<file path="config.mk">
export PLATFORM = sky130hd
export DESIGN_NAME = fetch_stage
export DESIGN_NICKNAME = d
export VERILOG_FILES = /design/src/rtl/cpu_pkg.sv /design/src/rtl/ifid_reg.sv /design/src/rtl/fetch_stage.sv
export SDC_FILE = /design/constraint.sdc
export NUM_CORES = 1
export LEC_CHECK = 0
export CAP_MARGIN = 20
export CORE_MARGIN = 4
export CORE_UTILIZATION = 51
export CTS_CLUSTER_DIAMETER = 50
export DETAILED_ROUTE_END_ITERATION = 10
export HOLD_SLACK_MARGIN = 0.02
export PLACE_DENSITY = 0.86
export SYNTH_ARGS = -nofsm -noshare
export SYNTH_HDL_FRONTEND = slang
export SYNTH_SLANG_ARGS = --single-unit
</file>
<file path="constraint.sdc">
create_clock -name clk -period 3.15 [get_ports clk]
set_input_delay 0.945 -clock clk [delete_from_list [all_inputs] [get_ports clk]]
set_output_delay 0.945 -clock clk [all_outputs]
set_load 0.005 [all_outputs]
</file>
<file path="src/rtl/cpu_pkg.sv">
// rtl/cpu_pkg.sv - shared opcode, instruction-format and constant definitions for the 16-bit CPU
//
// Purpose : Common types for all pipeline stages. Provides the instrOpcode enum,
//           instruction field positions for the R/I/D/CB/B formats, the NOP_INSTR bubble
//           encoding and a B-format branch-offset helper.
// Ports   : none (package)
package cpu_pkg;

   typedef enum logic [3:0] {
      opADD  = 4'h0,
      opADDI = 4'h1,
      opSUB  = 4'h2,
      opSUBI = 4'h3,
      opAND  = 4'h4,
      opORR  = 4'h5,
      opLDUR = 4'h6,
      opSTUR = 4'h7,
      opCBZ  = 4'h8,
      opCBNZ = 4'h9,
      opB    = 4'hA,
      opBL   = 4'hB,
      opHALT = 4'hF
   } instrOpcode;

   // Opcode lives in the top nibble for every format.
   localparam int OPC_HI    = 15;
   localparam int OPC_LO    = 12;

   // R format: op rd, rn, rm
   localparam int R_RD_HI   = 11;
   localparam int R_RD_LO   = 9;
   localparam int R_RN_HI   = 8;
   localparam int R_RN_LO   = 6;
   localparam int R_RM_HI   = 5;
   localparam int R_RM_LO   = 3;

   // I format: op rd, rn, #imm6
   localparam int I_RD_HI   = 11;
   localparam int I_RD_LO   = 9;
   localparam int I_RN_HI   = 8;
   localparam int I_RN_LO   = 6;
   localparam int I_IMM_HI  = 5;
   localparam int I_IMM_LO  = 0;

   // D format: op rt, [rn, #off6]
   localparam int D_RT_HI   = 11;
   localparam int D_RT_LO   = 9;
   localparam int D_RN_HI   = 8;
   localparam int D_RN_LO   = 6;
   localparam int D_OFF_HI  = 5;
   localparam int D_OFF_LO  = 0;

   // CB format: op rt, #off9 (word offset)
   localparam int CB_RT_HI  = 11;
   localparam int CB_RT_LO  = 9;
   localparam int CB_OFF_HI = 8;
   localparam int CB_OFF_LO = 0;

   // B format: op #off12 (signed word offset)
   localparam int B_OFF_HI  = 11;
   localparam int B_OFF_LO  = 0;

   // Bubble encoding: ADD r7, r7, r7 (architecturally harmless).
   localparam logic [15:0] NOP_INSTR = {opADD, 3'd7, 3'd7, 3'd7, 3'd0};

   // Word offset of a B instruction turned into a signed 16-bit byte displacement.
   function automatic logic [15:0] b_offset(input logic [B_OFF_HI-B_OFF_LO:0] off);
      return {{3{off[B_OFF_HI-B_OFF_LO]}}, off, 1'b0};
   endfunction

endpackage

</file>
<file path="src/rtl/ifid_reg.sv">
// rtl/ifid_reg.sv - IF/ID pipeline register with flush, hold and load
//
// Purpose : Holds the fetched instruction between fetch and decode.
//           flush has priority and turns the slot into a bubble; hold keeps every field;
//           otherwise the incoming instruction is loaded as valid.
// Ports   : clk, reset (async, active-low)
//           flush, hold           control from fetch_stage
//           in_instr/in_pc/in_pred_taken   fetched slot
//           loaded                high in a cycle whose edge loads a valid instruction
//           out_valid/out_instr/out_pc/out_pred_taken   registered IF/ID contents
module ifid_reg
   import cpu_pkg::*;
(
   input  logic        clk,
   input  logic        reset,
   input  logic        flush,
   input  logic        hold,
   input  logic [15:0] in_instr,
   input  logic [15:0] in_pc,
   input  logic        in_pred_taken,
   output logic        loaded,
   output logic        out_valid,
   output logic [15:0] out_instr,
   output logic [15:0] out_pc,
   output logic        out_pred_taken
);

   logic        valid_q, valid_d;
   logic [15:0] instr_q, instr_d;
   logic [15:0] pc_q,    pc_d;
   logic        pred_q,  pred_d;

   always_comb begin
      valid_d = valid_q;
      instr_d = instr_q;
      pc_d    = pc_q;
      pred_d  = pred_q;
      loaded  = 1'b0;
      if (flush) begin
         valid_d = 1'b0;
         instr_d = NOP_INSTR;
         pred_d  = 1'b0;
         // Bubble keeps the slot address purely as a debug aid; it is not architectural.
         pc_d    = in_pc;
      end else if (!hold) begin
         valid_d = 1'b1;
         instr_d = in_instr;
         pc_d    = in_pc;
         pred_d  = in_pred_taken;
         loaded  = 1'b1;
      end
   end

   always_ff @(posedge clk or negedge reset) begin
      if (!reset) begin
         valid_q <= 1'b0;
         instr_q <= NOP_INSTR;
         pc_q    <= 16'h0000;
         pred_q  <= 1'b0;
      end else begin
         valid_q <= valid_d;
         instr_q <= instr_d;
         pc_q    <= pc_d;
         pred_q  <= pred_d;
      end
   end

   assign out_valid      = valid_q;
   assign out_instr      = instr_q;
   assign out_pc         = pc_q;
   assign out_pred_taken = pred_q;

endmodule

</file>
<file path="src/rtl/fetch_stage.sv">
// rtl/fetch_stage.sv - instruction fetch stage: PC, next-PC mux, early B resolution, IF/ID
//
// Purpose : Owns the PC and drives the zero-latency instruction memory. Resolves
//           unconditional B branches in fetch (when EARLY_BRANCH), obeys stall, flush and
//           redirect requests, and counts instructions accepted into IF/ID.
// Ports   : clk, reset (async, active-low)
//           addr            byte address to instruction memory (= pc)
//           instr           instruction returned for addr in the same cycle
//           holdPC/holdIFID stall requests
//           redirect_valid/redirect_target   later-stage PC redirect (bit0 ignored)
//           flush_ifid      squash IF/ID
//           ifid_valid/ifid_instr/ifid_pc/ifid_pred_taken   IF/ID register outputs
//           fetch_cnt       wrapping count of valid IF/ID loads
module fetch_stage
   import cpu_pkg::*;
#(
   parameter logic [15:0] RESET_PC     = 16'h0000,
   parameter bit          EARLY_BRANCH = 1'b1,
   parameter int          CNT_W        = 16
) (
   input  logic             clk,
   input  logic             reset,
   output logic [15:0]      addr,
   input  logic [15:0]      instr,
   input  logic             holdPC,
   input  logic             holdIFID,
   input  logic             redirect_valid,
   input  logic [15:0]      redirect_target,
   input  logic             flush_ifid,
   output logic             ifid_valid,
   output logic [15:0]      ifid_instr,
   output logic [15:0]      ifid_pc,
   output logic             ifid_pred_taken,
   output logic [CNT_W-1:0] fetch_cnt
);

   logic [15:0]      pc_q, pc_d;
   logic [CNT_W-1:0] cnt_q, cnt_d;

   logic        is_b;
   logic [15:0] b_tgt;
   logic        stall;
   logic        ifid_flush;
   logic        ifid_loaded;

   // Next-PC: redirect beats stall beats early branch beats sequential.
   always_comb begin
      is_b  = EARLY_BRANCH && (instr[OPC_HI:OPC_LO] == opB);
      b_tgt = pc_q + b_offset(instr[B_OFF_HI:B_OFF_LO]);
      // holdIFID alone must also freeze the PC or the instruction being fetched is lost.
      stall = holdPC | holdIFID;
      pc_d  = pc_q + 16'd2;
      if (redirect_valid) begin
         pc_d = redirect_target & 16'hFFFE;
      end else if (stall) begin
         pc_d = pc_q;
      end else if (is_b) begin
         pc_d = b_tgt;
      end
   end

   // A holdPC without holdIFID re-fetches the same word next cycle, so this slot is a bubble.
   assign ifid_flush = redirect_valid | flush_ifid | (holdPC & ~holdIFID);

   always_comb begin
      cnt_d = cnt_q + CNT_W'(ifid_loaded);
   end

   always_ff @(posedge clk or negedge reset) begin
      if (!reset) begin
         pc_q  <= RESET_PC & 16'hFFFE;
         cnt_q <= '0;
      end else begin
         pc_q  <= pc_d;
         cnt_q <= cnt_d;
      end
   end

   ifid_reg u_ifid_reg (
      .clk            (clk),
      .reset          (reset),
      .flush          (ifid_flush),
      .hold           (holdIFID),
      .in_instr       (instr),
      .in_pc          (pc_q),
      .in_pred_taken  (is_b),
      .loaded         (ifid_loaded),
      .out_valid      (ifid_valid),
      .out_instr      (ifid_instr),
      .out_pc         (ifid_pc),
      .out_pred_taken (ifid_pred_taken)
   );

   assign addr      = pc_q;
   assign fetch_cnt = cnt_q;

endmodule

</file>
# After elaboration in Yosys (flattened, before gate mapping)
# Index checks and enable logic that the tools add are counted.
# word_totals
ff_bits,66
input_bits,38
output_inout_bits,66
elab_cells,30
# classes
addsub,3
eq_ne,3
muxes,13
bitwise_logic,5
# ops
operator,n
16-bit 2-to-1 mux,7
16-bit by 1-bit adder with 16-bit output,1
16-bit adder,1
16-bit by 2-bit adder with 16-bit output (second input constant),1
1-bit 2-to-1 mux,6
4-bit == test (second input constant),1
1-bit OR,3
2-bit by 1-bit inequality test with 1-bit output (second input constant),1
2-bit inequality test (second input constant),1
1-bit AND,1
1-bit NOT,1

# Depth between registers and ports, before layout
# depth
ltp_word,5
ltp_mapped,11
mapped_depth_nobuf,11

# Cells and area by module
# Synthesis repeated with hierarchy kept, for this count alone.
# hier_totals
cells_unflattened,340
area_unflattened_um2,3592.2
# by_module_without_submodules
mod,n_inst,cells_per_inst,area_per_inst_um2,seq_area_each_um2
fetch_stage,1,245,2189.6,775.7
ifid_reg,1,95,1402.6,862.1

# Worst setup path after synthesis
# Ideal clock, no wire load.
# synth_timing
path_kind,input-to-reg
from,input port instr[12]
to,register pc_q[13] (netlist: addr[13])
setup_time_ps,126
arrival_time_ps,3108
required_ps,3024
path_slack_ps,-84
path_stages,10
cell_sequence,and4bb_2 -> clkbuf_1 -> and2_1 -> ha_1 -> nor2b_4 -> o31a_1 -> o311a_1 -> o211ai_2 -> mux2i_1 -> a221o_1
# synth_via
elab_chain_len,4
# synth_rtl
element,line,rtl
from (decl),fetch_stage.sv:24,"input logic [15:0] instr,"
4-bit == test,fetch_stage.sv:48,is_b = EARLY_BRANCH && (instr[OPC_HI:OPC_LO] == opB);
16-bit 2-to-1 mux,fetch_stage.sv:57,end else if (is_b) begin
16-bit 2-to-1 mux,fetch_stage.sv:55,end else if (stall) begin
16-bit 2-to-1 mux,fetch_stage.sv:53,if (redirect_valid) begin
to (signal assigned),fetch_stage.sv:71,pc_q <= RESET_PC & 16'hFFFE;
to (signal assigned),fetch_stage.sv:74,pc_q <= pc_d;
to (decl),fetch_stage.sv:37,"logic [15:0] pc_q, pc_d;"
# No other way between the ends. The select of a mux whose other input is x is not followed.
# A chain may end at the register's enable or synchronous reset.

# Worst setup path after layout
# layout_timing
from,input port instr[12]
to,register pc_q[15] (netlist: addr[15])
# Same word-level chain as after synthesis.

==> out/qor.log <==
INFO  placement      placement_cell_area=0.004712mm2
INFO  layout         fillers=403
INFO  global_routing track_usage=0.2456
INFO  die            fp.dieH=89.10um
INFO  pwr            cellInternalPower=0.001645W
INFO  logic_synthesis synth_unique_cells=52
INFO  layout         final_instance_area=0.005050mm2
INFO  setup_path     worst-endpoint-required=3.42ns
INFO  placement      placer_congestion=0.9085
INFO  timing         tightest_slew=0.8025ns
INFO  global_routing grt_pass1_vias=3126
INFO  logic_synthesis postSynthRegisterBits=64
INFO  timing         final_hold_viol_count=0
INFO  global_routing largest_net_degree_at_the_start_of_global_routing=38
INFO  logic_synthesis synth-warning-count=0
INFO  pwr            leakagePower=2.311nW
INFO  layout         total_area_of_sequential_cells=0.001613mm2
INFO  pwr            vdd_drop_max=0.3765mV
INFO  global_routing antenna_found_initial=0
INFO  logic_synthesis synth_top_cells_by_count=sky130_fd_sc_hd__nand2_1, sky130_fd_sc_hd__dfrtp_1, sky130_fd_sc_hd__a21oi_1
INFO  clocking       tritoncts.num_buffers=9
INFO  setup_path     worstPathMaxFanout=5
INFO  timing         fin_worst_skew=0.009534ns
INFO  timing         final_min_period_over_clock_period=0.9710
INFO  global_routing grt_overflow=0
INFO  layout         area_delta_synth_final=50.54%
INFO  setup_path     worst_setup_path_category=in -> reg
INFO  placement      detailed_place_hpwl=6722um
INFO  clocking       worst_setup_hold_path_clk_slew=0.08ns
INFO  global_routing grt_first_pass_wirelength=14870um
INFO  clocking       clk_root_buffer_cell=sky130_fd_sc_hd__clkbuf_8
INFO  clocking       cts_num_sinks=64
INFO  layout         layout_cell_share_with_drive_strength_beyond_1=0.1876
INFO  timing         clock.fmax=0.3270GHz
INFO  detailed_routing antenna_left=0
INFO  logic_synthesis async_reset_ff_frac=1.000
INFO  pwr            part_of_the_power_in_combinational_logic=0.218
INFO  clocking       holdBufCountCts=0
INFO  placement      io_buffer_count=100
INFO  pwr            power.sequential.fraction=0.425
INFO  setup_path     worst_path_largest_cell_delay=0.36ns
INFO  detailed_routing drt_iter0_markers=180
INFO  setup_path     worstPathArrival=3.32ns
INFO  setup_path     cp_slowest_cell=sky130_fd_sc_hd__and4bb_2
INFO  detailed_routing via_per_inst=5.564
INFO  logic_synthesis netlist_top_cells_area=sky130_fd_sc_hd__dfrtp_1, sky130_fd_sc_hd__nand2_1, sky130_fd_sc_hd__dfstp_2
INFO  timing         rsz0062_at_grt=true
INFO  min_path       kind_of_path_behind_the_tightest_hold_check=reg -> reg
INFO  layout         final_cell_count_no_fill=562
INFO  detailed_routing vias=3127
INFO  setup_path     setup.worst_path.end_class=flip-flop
INFO  die            chipWidth=89.10um
INFO  logic_synthesis yosysTopAreaCellShare=0.4103
INFO  pwr            p_sw_frac=0.2805
INFO  logic_synthesis postSynthAreaPerCell=9.808um2
INFO  logic_synthesis postSynth.topFlopCell=sky130_fd_sc_hd__dfrtp_1
INFO  timing         setup_viol=0
INFO  pwr            power.net_switching=0.0006412W
INFO  clocking       htree_num_levels=3
INFO  timing         slew_violations=0
INFO  logic_synthesis seq_area_frac_synth=0.4808
INFO  logic_synthesis number_of_standard_cells_after_synthesis=342
INFO  clocking       cts_tree=yes
INFO  die            row_count=29
INFO  clocking       cts_max_path_buffers=2
INFO  die            floorplan.core_area=0.006386mm2
INFO  detailed_routing routed_wl=9675um
INFO  run            drv.max_cap_violation_count=0
INFO  pwr            share_clk_of_total_power=0.357
INFO  logic_synthesis synth_most_common_cell=sky130_fd_sc_hd__nand2_1
INFO  logic_synthesis synthesis.area=0.003354mm2
INFO  die            floorplan.io_pins=104
INFO  die            starting_density=0.5253
INFO  layout         antennaDiodeCount=0
INFO  layout         nNetsFinal=535
INFO  detailed_routing wire_per_inst=17.22um
INFO  logic_synthesis synth_enable_flop_cells=0
INFO  pwr            cellPowerDensity=452.7mW/mm2
INFO  setup_path     timing.reg2reg.setup_slack=0.88ns
INFO  setup_path     worstPathCellList=clkdlybuf4s15_1, and4bb_2, nand2b_1, ha_2, inv_2, fa_2, nor2b_4, o31a_1, o31a_2, a21o_1, a221o_1, o2111ai_1
INFO  run_status     outcome=complete, no violations
INFO  detailed_routing drtPass1Iterations=5
INFO  detailed_routing drc=0
INFO  clocking       clock_insertion_delay_worst_skew=0.35ns
INFO  logic_synthesis netlist.top_cell.by_area=sky130_fd_sc_hd__dfrtp_1
INFO  setup_path     worstSetupStartpointType=input port
INFO  layout         multiInputGateArea=0.001757mm2
INFO  placement      placedCellCount=544
INFO  timing         final_period_minus_worst_setup_slack=3.059ns
INFO  die            die_area=0.007939mm2
INFO  timing         relSlewSlack=0.4637
[power by group through the flow]
stage,Combinational [W],Clock (W),Sequential [W]
floorplan,0.000175,0,0.000972
global placement,0.000463,0,0.000975
detailed placement,0.000476,0,0.000980
CTS,0.000484,0.000829,0.000967
global route,0.000545,0.000862,0.000978
finish,0.000498,0.000817,0.000972
[sequential cells by signal, indices dropped and copies added (netlist names)]
name / count
u_ifid_reg.out_valid: 1
fetch_cnt: 16
u_ifid_reg.out_instr: 16
addr: 15
u_ifid_reg.out_pc: 15
u_ifid_reg.out_pred_taken: 1
[worst max-delay path, delay by kind of cell]
family | cells | cell delay, ns
AOI/OAI and AO/OA | 5 | 1.23
and+or+nand+nor | 3 | 0.50
adders and majority gates | 2 | 0.41
buffers and inverters | 2 | 0.25
[cell type report]
cell class | count | area share
inverter | 7 | 0.005203
tap | 77 | 0.01908
multi-input combinational | 255 | 0.3479
clock inverter | 7 | 0.02081
timing repair buffer | 143 | 0.2631
sequential | 64 | 0.3194
clock buffer | 9 | 0.02453
[routing by layer]
layer / global-route usage / wire length, um / share of wire
met5: 0 / 0 / 0
met4: 0.1042 / 219 / 0.023
met3: 0.04977 / 644 / 0.067
met2: 0.4079 / 4717 / 0.49
met1: 0.3122 / 4093 / 0.42
[cell families after synthesis]
kind of cell | synth area share
other | 0.001118
AND/OR/NAND/NOR | 0.1891
adder cells (fa/ha/maj) | 0.06565
XOR/XNOR | 0.05222
flip-flops | 0.4808
AO/OA/AOI/OAI | 0.1667
multiplexers | 0.01529
buffers and inverters | 0.02909
[cells in the final DEF (no fill, tap or decap), drive strengths merged, types with 8 or more instances in the layout]
cell type | synthesis | final
a22o | 8 | 8
o21ai | 14 | 14
ha | 16 | 16
a21oi | 18 | 18
dfrtp | 55 | 55
and2 | 10 | 10
nor2 | 11 | 11
dfstp | 9 | 9
clkbuf | 15 | 9
xnor2 | 13 | 13
nand2 | 73 | 73
clkdlybuf4s50 | 0 | 95
o22a | 9 | 9
buf | 2 | 44
[repair_timing]
item	CTS	global route
setup buffers	1	1
resized for setup	10	11
setup endpoints to repair	8	7
pin swaps	6	9
[path summary, 6_finish.rpt]
kind / from / end / cells after the start
setup / recovery: instr[12] / addr[15] / 12
hold / removal: u_ifid_reg.out_pc[7] / u_ifid_reg.out_pc[7] / 2
setup reg to reg: addr[1] / addr[15] / 9
hold reg to reg: u_ifid_reg.out_pc[7] / u_ifid_reg.out_pc[7] / 2
max in group asynchronous: reset / fetch_cnt[12] / 2
min in group asynchronous: reset / addr[9] / 1
[stage by stage]
step                  util  setup WS, ns  hold WS [ns]  power (W)  setup TNS, ns
finish              0.7908       0.09149        0.4671   0.002286              0
global route        0.7908      -0.02752        0.5000   0.002385       -0.03630
CTS                 0.7761       0.01686        0.4734   0.002279              0
detailed placement  0.7379       -0.6325        0.4575   0.001455         -4.930
global placement    0.7379       -0.5580        0.4495   0.001439         -4.408
floorplan                -      0.009568        0.4628   0.001147              0
No activity file was read; power rests on OpenSTA's default activity.
